===== src/rtl/am_eval_pkg.sv =====
// Shared types and sizing helpers for the approximate-multiplier
// error sweep.
package am_eval_pkg;

  typedef enum logic [1:0] {
    IDLE,
    SWEEP,
    DRAIN,
    DONE
  } state_t;

  localparam int DRAIN_LEN = 2;

  function automatic int n_pairs(input int w);
    return 1 << (2 * w);
  endfunction

  function automatic int cnt_w(input int w);
    return 2 * w + 1;
  endfunction

  function automatic int diff_w(input int w);
    return 2 * w + 1;
  endfunction

endpackage


===== src/rtl/am_err_accum.sv =====
// Stage 2: signed/absolute error formation and the four running
// error metrics.
module am_err_accum
  import am_eval_pkg::*;
#(
  parameter int W     = 8,
  parameter int ACC_W = 40
) (
  input  logic                   clk,
  input  logic                   rst_n,
  input  logic                   clear,
  input  logic                   valid,
  input  logic [2*W-1:0]         approx,
  input  logic [2*W-1:0]         exact,
  output logic [cnt_w(W)-1:0]    err_cnt,
  output logic [ACC_W-1:0]       sum_abs_err,
  output logic [2*W-1:0]         max_abs_err,
  output logic [ACC_W:0]         sum_err
);

  localparam int DW = diff_w(W);
  localparam int CW = cnt_w(W);

  logic [DW-1:0]  diff;
  logic [DW-1:0]  neg;
  logic [2*W-1:0] mag;

  always_comb begin
    diff = {1'b0, approx} - {1'b0, exact};
    neg  = -diff;
    mag  = diff[DW-1] ? neg[2*W-1:0] : diff[2*W-1:0];
  end

  always_ff @(posedge clk or negedge rst_n) begin
    if (!rst_n) begin
      err_cnt     <= '0;
      sum_abs_err <= '0;
      max_abs_err <= '0;
      sum_err     <= '0;
    end else if (clear) begin
      err_cnt     <= '0;
      sum_abs_err <= '0;
      max_abs_err <= '0;
      sum_err     <= '0;
    end else if (valid) begin
      err_cnt     <= err_cnt + {{(CW-1){1'b0}}, |diff};
      sum_abs_err <= sum_abs_err + {{(ACC_W-2*W){1'b0}}, mag};
      if (mag > max_abs_err)
        max_abs_err <= mag;
      // diff is signed; widen by sign extension
      sum_err <= sum_err + {{(ACC_W+1-DW){diff[DW-1]}}, diff};
    end
  end

endmodule


===== src/rtl/am_error_sweep.sv =====
// Exhaustive operand sweep for an attached approximate multiplier,
// with a registered capture stage feeding the error accumulators.
module am_error_sweep
  import am_eval_pkg::*;
#(
  parameter int W     = 8,
  parameter int ACC_W = 40
) (
  input  logic                clk,
  input  logic                rst_n,
  input  logic                start,
  input  logic                abort,
  output logic [W-1:0]        op_x,
  output logic [W-1:0]        op_y,
  input  logic [2*W-1:0]      approx_z,
  output logic                busy,
  output logic                done,
  output logic [2*W:0]        err_cnt,
  output logic [ACC_W-1:0]    sum_abs_err,
  output logic [2*W-1:0]      max_abs_err,
  output logic [ACC_W:0]      sum_err
);

  localparam int DCW = (DRAIN_LEN > 1) ? $clog2(DRAIN_LEN) : 1;

  state_t         state;
  logic [DCW-1:0] dcnt;
  logic           v1;
  logic [2*W-1:0] z1;
  logic [2*W-1:0] p1;
  logic [2*W-1:0] pair_nxt;
  logic           last;
  logic           go;
  logic           kill;

  assign pair_nxt = {op_x, op_y} + {{(2*W-1){1'b0}}, 1'b1};
  assign last     = &{op_x, op_y};
  assign go       = start && (state == IDLE || state == DONE);
  assign kill     = abort && (state == SWEEP || state == DRAIN);

  always_ff @(posedge clk or negedge rst_n) begin
    if (!rst_n) begin
      state <= IDLE;
      dcnt  <= '0;
      op_x  <= '0;
      op_y  <= '0;
      busy  <= 1'b0;
      done  <= 1'b0;
      v1    <= 1'b0;
      z1    <= '0;
      p1    <= '0;
    end else begin
      v1 <= (state == SWEEP) && !abort;
      z1 <= approx_z;
      p1 <= {{W{1'b0}}, op_x} * {{W{1'b0}}, op_y};
      unique case (state)
        IDLE, DONE: begin
          if (start) begin
            state <= SWEEP;
            op_x  <= '0;
            op_y  <= '0;
            busy  <= 1'b1;
            done  <= 1'b0;
          end
        end
        SWEEP: begin
          if (abort) begin
            state <= IDLE;
            busy  <= 1'b0;
          end else if (last) begin
            state <= DRAIN;
            dcnt  <= '0;
          end else begin
            {op_x, op_y} <= pair_nxt;
          end
        end
        DRAIN: begin
          if (abort) begin
            state <= IDLE;
            busy  <= 1'b0;
          end else if (dcnt == DCW'(DRAIN_LEN - 1)) begin
            state <= DONE;
            busy  <= 1'b0;
            done  <= 1'b1;
          end else begin
            dcnt <= dcnt + 1'b1;
          end
        end
        default: state <= IDLE;
      endcase
    end
  end

  am_err_accum #(
    .W     (W),
    .ACC_W (ACC_W)
  ) u_accum (
    .clk         (clk),
    .rst_n       (rst_n),
    .clear       (go),
    .valid       (v1 && !kill),
    .approx      (z1),
    .exact       (p1),
    .err_cnt     (err_cnt),
    .sum_abs_err (sum_abs_err),
    .max_abs_err (max_abs_err),
    .sum_err     (sum_err)
  );

endmodule


===== config.mk =====
export PLATFORM = sky130hd
export DESIGN_NAME = am_error_sweep
export DESIGN_NICKNAME = d
export VERILOG_FILES = /design/src/rtl/am_eval_pkg.sv /design/src/rtl/am_err_accum.sv /design/src/rtl/am_error_sweep.sv
export SDC_FILE = /design/constraint.sdc
export NUM_CORES = 1
export LEC_CHECK = 0
export CORE_ASPECT_RATIO = 0.7
export CORE_MARGIN = 8
export CORE_UTILIZATION = 50
export CTS_CLUSTER_DIAMETER = 200
export DETAILED_ROUTE_END_ITERATION = 8
export GPL_ROUTABILITY_DRIVEN = 1
export GPL_TIMING_DRIVEN = 1
export HOLD_SLACK_MARGIN = 0.08
export PLACE_DENSITY = 0.75
export SETUP_SLACK_MARGIN = 0.4
export SYNTH_ARGS = -nofsm -noshare
export SYNTH_HDL_FRONTEND = slang
export SYNTH_SLANG_ARGS = --single-unit

===== constraint.sdc =====
create_clock -name clk -period 7.77 [get_ports clk]
set_clock_uncertainty 0.05 [all_clocks]
set_input_delay 1.554 -clock clk [delete_from_list [all_inputs] [get_ports clk]]
set_output_delay 1.554 -clock clk [all_outputs]
set_load 0.03 [all_outputs]

# Word level (Yosys, flattened, before mapping)
# Cells that the tools add are included.
[totals]
regBits = 168
input_bits = 20
out_inout_bits = 132
elab_cells = 94
[op_classes]
addsub = 7
mul = 1
n_lt_le_gt_ge = 1
n_eq_ne = 12
mux = 37
n_reduce_logical = 23
[ops]
columns = ["operator", "n"]
rows = [
  ["2-to-1 mux 41 bit", 2],
  ["2-to-1 mux 40 bit", 2],
  ["2-to-1 mux 16 bit", 4],
  ["adder 41 bit", 1],
  ["adder 40 x 16 -> 40 bit", 1],
  ["2-to-1 mux 8 bit", 5],
  ["2-to-1 mux 17 bit", 2],
  ["one-hot mux 8 bit (2 select lines)", 2],
  ["adder 17 x 1 -> 17 bit", 1],
  ["OR reduction 17 bit", 1],
  ["subtractor 16 x 16 -> 17 bit", 1],
  ["adder 16 x 1 -> 16 bit, second input constant", 1],
  ["greater-than comparator 16 bit", 1],
  ["multiplier 8 x 8 -> 16 bit", 1],
  ["negator 16 bit", 1],
  ["AND reduction 16 bit", 1],
  ["!= test 2 bit, second input constant", 7],
  ["AND reduction 4 bit", 3],
  ["2-to-1 mux 1 bit", 11],
  ["2-to-1 mux 2 bit", 5],
  ["nonzero test 2 bit", 5],
  ["!= test 3 bit, second input constant", 2],
  ["one-hot mux 2 bit (3 select lines)", 1],
  ["AND reduction 3 bit", 2],
  ["other kinds (11)", 18],
]

# Logic depth before layout (Yosys ltp)
# Gate-level depths: netlist (run 1).
[depth]
ltp_word = 7
ltp_mapped = 29
mapped_depth_nobuf = 27

# Cells and area by module
# From an unflattened synthesis (run 1), not the netlist that was laid out.
[unflattened]
hier_cells = 1529
hier_area_um2 = 13601.8
[by_module_without_submodules]
columns = ["module", "instances", "cells_each", "area_per_inst_um2", "seq_area_each_um2"]
rows = [
  ["am_err_accum", 1, 1079, 9231.4, 2852.7],
  ["am_error_sweep", 1, 450, 4370.4, 1351.3],
]

# Least setup slack after synthesis (run 1)
# Ideal clock, no wire load.
[synth_path]
kind = "reg-to-reg"
startpoint = "register z1[0]"
endpoint = "register u_accum.sum_abs_err[19]"
setup_ps = 132
arrival_ps = 5635
t_required_ps = 7588
path_slack_ps = 1953
stages_incl_launch_ff = 30
path_buffers = 2
synth_period_minus_slack_ps = 5817
path_cell_list = "dfrtp_1 > inv_1 > ha_1 > inv_1 > fa_1 > a211oi_1 > o21ai_1 > o211a_1 > o21ai_0 > a21oi_1 > or2_2 > a31o_2 > inv_1 > buf_2 > nor2_1 > a21oi_1 > inv_1 > ha_1 > a21o_1 > a21oi_1 > o21ai_0 > a21o_1 > a21oi_1 > o211ai_1 > a41o_1 > a21oi_1 > clkbuf_1 > nor3_1 > xnor2_1 > nor2_1"
[synth_between]
elab_chain_len = 6
[synth_rtl]
columns = ["item", "line", "source"]
rows = [
  ["start: declaration", "am_error_sweep.sv:29", "logic [2*W-1:0] z1;"],
  ["start signal: assignment", "am_error_sweep.sv:54", "z1 <= approx_z;"],
  ["subtractor 16 x 16 -> 17 bit *", "am_err_accum.sv:29", "diff = {1'b0, approx} - {1'b0, exact};"],
  ["negator 16 bit", "am_err_accum.sv:30", "neg = -diff;"],
  ["2-to-1 mux 16 bit *", "am_err_accum.sv:31", "mag = diff[DW-1] ? neg[2*W-1:0] : diff[2*W-1:0];"],
  ["adder 40 x 16 -> 40 bit *", "am_err_accum.sv:47", "sum_abs_err <= sum_abs_err + {{(ACC_W-2*W){1'b0}}, mag};"],
  ["2-to-1 mux 40 bit *", "am_err_accum.sv:45", "end else if (valid) begin"],
  ["2-to-1 mux 40 bit *", "am_err_accum.sv:40", "end else if (clear) begin"],
  ["end signal: assignment", "am_err_accum.sv:47", ""],
  ["end: declaration", "am_err_accum.sv:16", "output logic [ACC_W-1:0] sum_abs_err,"],
]
# Every way passes the cells marked *; elsewhere a longest branch is shown, timed or not. The select of a mux whose other input is x is not followed.
# A chain may end at the register's enable or synchronous reset.

# Worst setup path after layout (run 1)
[layout_path]
startpoint = "register z1[0]"
endpoint = "register u_accum.sum_abs_err[24]"
# Same word-level chain as after synthesis.

==> results.yml, run 1 <==
setup_path:
  critPathBufInv: 4
  critical_path.endpoint_type: "register"
  path_class: "reg -> reg"
  crit_fanout: 34
  crit_top_cell: "a21oi_1"
  r2r_slack_ns: 1.08
  cp_slowest_stage_delay_ns: 0.65
  crit_family: "compound AO/OA/AOI/OAI gates"
  critPathRequiredTime_ns: 8.09
  arrival_ns: 7.01
  slowest_stage: "a21oi_1"
  setup.worst_path.start_class: "register"
power:
  clkPwrFrac_pct: 20.4
  combinationalPowerShare_pct: 52.0
  p_seq_share_pct: 27.6
  p_per_area_mw_per_mm2: 291
  p_int_uw: 2490
  p_sw_share_pct: 45.4
  max-vdd-ir-drop_v: 0.000266
  p_leak_uw: 0.00732
  power_switching_uw: 2070
yosys:
  avgSynthCellArea_um2: 8.74
  synth_seq_cells: 168
  synth_nets: 1708
  async_flop_share_pct: 100
  netlist_area_mm2: 0.0133
  synth_top_area_share_pct: 31.7
  ys.flop_type: "dfrtp_1"
  synth.distinct_cells: 72
  yosysSeqAreaShare_pct: 31.7
  yosys-top-cells-area: "dfrtp_1, ha_1, fa_1"
  netlist_instances: 1517
  synth_enable_flop_cells: 0
  synth_area_leader_cell: "dfrtp_1"
  ys_warn_count: 0
finish:
  design_area_mm2: 0.0157
  area_delta_synth_final_pct: 18.2
  fin_nets: 1822
  diodes: 0
  drive_above_1_share_pct: 3.83
floorplanning:
  io_pins: 152
  die_h_um: 152
  die_w_um: 211
  initial_core_util_pct: 50.2
  rows: 50
  core-area_mm2: 0.0264
  die-area_mm2: 0.0321
global_routing:
  grt_max_degree: 75
  grtUsageTotal_pct: 22.0
  first_global_vias: 11199
  grt_first_pass_wirelength_um: 58200
  antenna_found_initial: 0
  grt_overflow: 0
clocking:
  clk_pin_slew_ns: 0.07
  cts_inserted_buffers: 17
  hold_buffers: 0
  insertion_delay_ns: 0.45
  clock_path_buffers: 2
  h-tree-depth: 4
  cts_root_buf: "clkbuf_16"
  cts.sinks: 168
  cts_tree: "done"
timing:
  fin_crit_ns: 6.69
  max_freq_ghz: 0.149
  maxSlewViolCount: 0
  maxSlewHeadroom_pct: 24.8
  fin_tns_setup_ns: 0
  period_share_pct: 86.1
  rsz0062_at_grt: "no"
  hold_violations: 0
  worst_slew_pin_slew_ns: 1.13
  setup-violations-final: 0
placed_design:
  place.gp.congestion: 0.939
  dp_hpwl_um: 26000
  dpl_cell_area_mm2: 0.0150
  port_buffers: 151
detailed_routing:
  routed_wl_um: 35000
  dr.pass1.iters: 5
  vias_per_cell: 5.60
  route.detailed.drc: 0
  wl_per_cell_um: 17.4
  vias: 11249
  detail-route-antenna-nets: 0
  drt_iter0_drc: 758
hold_path:
  hold_path.class: "reg -> reg"
run_status:
  outcome: "complete, no violations"
flow_run:
  drv_cap: 0
[worst reg2reg max path, cell delays in order, from the launching register on]
cell	delay, ns
dfrtp_1	0.36
inv_1	0.05
ha_1	0.15
inv_1	0.06
fa_1	0.44
a211oi_1	0.32
o21ai_1	0.21
o211a_1	0.28
o21ai_0	0.26
a21oi_1	0.11
or2_2	0.30
a31o_2	0.35
inv_1	0.10
buf_4	0.36
o21ai_0	0.19
xnor2_1	0.34
ha_1	0.34
a21boi_0	0.16
o21a_1	0.21
o21ai_1	0.22
a21oi_1	0.16
o211ai_1	0.39
o211ai_1	0.16
a21oi_1	0.65
o21ai_0	0.23
a21oi_1	0.16
[worst paths after layout]
| path | from | to | depth (start not counted) |
|---|---|---|---|
| worst max-delay path | z1[0] | u_accum.sum_abs_err[24] | 25 |
| worst min-delay path | state[1] | state[1] | 1 |
| worst max register to register | z1[0] | u_accum.sum_abs_err[24] | 25 |
| worst min register to register | state[1] | state[1] | 1 |
| max in group asynchronous | rst_n | u_accum.max_abs_err[2] | 2 |
| min in group asynchronous | rst_n | u_accum.sum_err[16] | 1 |
[cells by family (layout without fill, tap and decap cells)]
family	Yosys count	count (layout)	share of synthesized area, %
AND/OR/NAND/NOR	469	469	16.7
flip-flops	168	168	31.7
XOR/XNOR	110	110	7.27
adder cells (fa/ha/maj)	171	171	18.3
AO/OA/AOI/OAI	390	390	19.1
multiplexers	16	16	1.25
buffers and inverters	193	320	5.64
[Yosys cell counts (6+ instances only)]
cell	number
a211oi_1	16
a21o_1	47
a21oi_1	135
a22o_1	12
a31oi_1	13
and2_1	38
and3_1	15
clkbuf_1	51
dfrtp_1	168
fa_1	39
ha_1	132
inv_1	130
mux2i_1	14
nand2_1	157
nand2b_1	9
nand3_1	24
nand4_1	27
nor2_1	122
nor2b_1	14
nor3_1	19
o2111ai_1	6
o211ai_1	9
o21a_1	20
o21ai_0	65
o21ai_1	7
o21bai_1	9
o31ai_1	12
or3_1	25
xnor2_1	67
xor2_1	43
[stage by stage]
step	setup WS [ns]	total power (uW)	hold WS (ns)	util, %	std cells
finish	1.08	4560	0.478	59.4	2008
floorplan	1.95	2820	0.426	-	1517
global placement	1.13	3550	0.445	57.0	1976
global route	0.457	4850	0.502	59.4	2008
CTS	0.883	4560	0.475	59.4	2008
detailed placement	0.917	3610	0.460	57.0	1976
[flip-flops by register name, indices dropped and copies added (netlist names)]
register / count
busy: 1
dcnt: 1
done: 1
op_x: 8
op_y: 8
p1: 16
state: 2
u_accum.err_cnt: 17
u_accum.max_abs_err: 16
u_accum.sum_abs_err: 40
u_accum.sum_err: 41
v1: 1
z1: 16
[timing repair]
item,4_1_cts,5_1_grt
resized for setup,0,1
setup endpoints to repair,0,12
setup buffers,0,0
[routing by layer]
metal / share of wire, % / up-vias / track usage, %
li1: - / 5500 / -
met1: 48 / 5397 / 30.9
met2: 45 / 325 / 34.2
met3: 6.6 / 27 / 4.81
met4: 0.98 / 0 / 5.22
met5: 0 / - / 0
[area by class of cell]
type | count | area [um^2]
Sequential cell | 168 | 4200
Fill cell | 2331 | 10700
Timing Repair Buffer | 158 | 1570
Inverter | 130 | 488
Clock inverter | 14 | 185
Multi-Input combinational cell | 1156 | 8340
Tap cell | 364 | 455
Clock buffer | 18 | 439
[power by group through the flow]
stage	Clock (uW)	Sequential, uW	Combinational (uW)
floorplan	0	1510	1310
global placement	0	1260	2290
detailed placement	0	1270	2340
CTS	943	1250	2360
global route	980	1280	2590
finish	932	1260	2370
[cells in the final DEF, fill, tap and decap left out, types with 14 or more instances in the layout]
| cell type | n |
|---|---|
| dfrtp_1 | 168 |
| nand2_1 | 157 |
| clkdlybuf4s50_1 | 150 |
| a21oi_1 | 134 |
| ha_1 | 132 |
| inv_1 | 130 |
| nor2_1 | 121 |
| xnor2_1 | 67 |
| o21ai_0 | 65 |
| a21o_1 | 47 |
| xor2_1 | 43 |
| fa_1 | 39 |
| and2_1 | 37 |
| nand4_1 | 27 |
| or3_1 | 25 |
| nand3_1 | 24 |
| o21a_1 | 20 |
| nor3_1 | 19 |
| clkbuf_16 | 17 |
| a211oi_1 | 16 |
| and3_1 | 15 |
| nor2b_1 | 14 |
| mux2i_1 | 14 |
Note: power is estimated with default switching activity, not from simulation.
==> run 2, diff against run 1 <==
--- a/config.mk
+++ b/config.mk
@@ -8,7 +8,6 @@
 export CORE_ASPECT_RATIO = 0.7
 export CORE_MARGIN = 8
 export CORE_UTILIZATION = 50
-export CTS_CLUSTER_DIAMETER = 200
 export DETAILED_ROUTE_END_ITERATION = 8
 export GPL_ROUTABILITY_DRIVEN = 1
 export GPL_TIMING_DRIVEN = 1
==> results of run 2 <==
The final DEF is identical to that of run 1; final timing and power are the same.
==> run 3, diff against run 2 <==
--- a/config.mk
+++ b/config.mk
@@ -13,6 +13,7 @@
 export GPL_TIMING_DRIVEN = 1
 export HOLD_SLACK_MARGIN = 0.08
 export PLACE_DENSITY = 0.75
+export RECOVER_POWER = 25
 export SETUP_SLACK_MARGIN = 0.4
 export SYNTH_ARGS = -nofsm -noshare
 export SYNTH_HDL_FRONTEND = slang
==> results.yml, run 3 (same netlist as run 1, synthesis figures left out) <==
clocking:
  clk_pin_slew_ns: 0.07
  cts_inserted_buffers: 17
  cts_root_buf: "clkbuf_16"
  insertion_delay_ns: 0.45
  cts_tree: "done"
  cts.sinks: 168
  h-tree-depth: 4
  postCtsSetupRepairBufs: 0
  clock_path_buffers: 2
timing:
  max_freq_ghz: 0.150
  worst_slew_pin_slew_ns: 3.18
  rsz0062_at_grt: "no"
  hold_slack_ns: 0.478
  maxSlewHeadroom_pct: -112
  fin_ws_ns: 1.08
  fin_crit_ns: 6.69
  fin_tns_setup_ns: 0
  maxSlewViolCount: 103
  hold_violations: 0
  period_share_pct: 86.1
  setup-violations-final: 0
finish:
  final_util_pct: 59.3
  multi_input_area_mm2: 0.00834
  top_regs: "u_accum.sum_err x41, u_accum.sum_abs_err x40, u_accum.err_cnt x17"
  num-fill-cells: 2332
  largest_reg_flops: 41
  seqCellArea_mm2: 0.00420
  diodes: 0
  area_delta_synth_final_pct: 18.1
  final_common_cell: "dfrtp_1"
  layout_common_cells: "dfrtp_1, nand2_1, a21oi_1, clkdlybuf4s50_1, ha_1"
  fin_nets: 1822
  drive_above_1_share_pct: 3.71
  regMostFlops: "u_accum.sum_err"
setup_path:
  path_class: "reg -> reg"
  arrival_ns: 7.01
  critical_path.endpoint_type: "register"
  critPathRequiredTime_ns: 8.09
  cp_slowest_stage_delay_ns: 0.65
  slowest_stage: "a21oi_1"
  reg2regPathDepth: 25
  setup.worst_path.start_class: "register"
  crit_fanout: 34
  crit_top_cell: "a21oi_1"
floorplanning:
  die-area_mm2: 0.0321
  core-area_mm2: 0.0264
  io_pins: 152
  rows: 50
  die_w_um: 211
  initial_core_util_pct: 50.2
  die_h_um: 152
detailed_routing:
  drt_iter0_drc: 757
  detail-route-antenna-nets: 0
  dr.pass1.iters: 5
  vias: 11256
  vias_per_cell: 5.61
  routed_wl_um: 35000
  wl_per_cell_um: 17.4
  route.detailed.drc: 0
global_routing:
  grt_first_pass_wirelength_um: 58200
  antenna_found_initial: 0
  first_global_vias: 11199
  grt_overflow: 0
  grtUsageTotal_pct: 22.0
  grt_max_degree: 75
power:
  max-vdd-ir-drop_v: 0.000265
  p_leak_uw: 0.00731
  p_per_area_mw_per_mm2: 291
  power_uw: 4560
placed_design:
  dpl_worst_slack_ns: 0.917
  place.gp.congestion: 0.939
  dp_hpwl_um: 26000
  port_buffers: 151
run_status:
  failed_checks: "capacitance limit, slew limit"
  outcome: "complete, but fails checks"
hold_path:
  holdPathStages: 1
  hold_path.class: "reg -> reg"
flow_run:
  drv_cap: 2
## run 3: changes by cell type in the layout (fill, tap and decap cells not counted), sizes merged
cell,before,now
dlygate4sd3,0,17
clkbuf,18,20
clkdlybuf4s50,150,133
buf,8,6
## run 3: path summary, 6_finish.rpt
path	startpoint	endpoint	slack, ns
worst max-delay path	z1[0]	u_accum.sum_abs_err[24]	1.08
worst min-delay path	state[1]	state[1]	0.48
worst max register to register	z1[0]	u_accum.sum_abs_err[24]	1.08
worst min register to register	state[1]	state[1]	0.48
max in group asynchronous	rst_n	p1[2]	2.01
min in group asynchronous	rst_n	u_accum.sum_err[16]	1.74
## run 3: final cells by class
| class | instances | area share, % |
|---|---|---|
| sequential | 168 | 26.8 |
| timing repair buffer | 158 | 9.92 |
| tap | 364 | 2.91 |
| clock inverter | 14 | 1.18 |
| inverter | 130 | 3.12 |
| multi-input combinational | 1156 | 53.2 |
| clock buffer | 18 | 2.80 |
## run 3: repair_timing
action                                  CTS  global route
gates resized for setup                   0             1
hold buffers                              0             0
endpoints found under the setup margin    0            12
## run 3: report_power, final
part | internal (uW) | switching, uW | leakage (uW)
Sequential | 1050 | 207 | 0.00226
Combinational | 914 | 1450 | 0.00475
Clock | 524 | 408 | 0.000302
Total | 2490 | 2070 | 0.00731
## run 3: worst max-delay path, delay by kind of cell, from the launching register on
family,cells,cell delay (ns)
DFF,1,0.36
and+or+nand+nor,1,0.30
AOI/OAI and AO/OA,16,4.06
adders and majority gates,3,0.93
buffers and inverters,4,0.57
xor gates and xnor gates,1,0.34
## run 3: per-stage QoR
| stage | cells | area, um^2 |
|---|---|---|
| floorplan | 1517 | 13300 |
| global placement | 1976 | 15000 |
| detailed placement | 1976 | 15000 |
| CTS | 2008 | 15700 |
| global route | 2008 | 15700 |
| finish | 2008 | 15700 |
## run 3: per-layer routing
metal / vias up / global-route usage (%) / wire, um / part of all wire, %
li1: 5502 / - / - / -
met1: 5397 / 30.9 / 16600 / 48
met2: 330 / 34.2 / 15700 / 45
met3: 27 / 4.81 / 2350 / 6.7
met4: 0 / 5.22 / 343 / 0.98
met5: - / 0 / 0 / 0
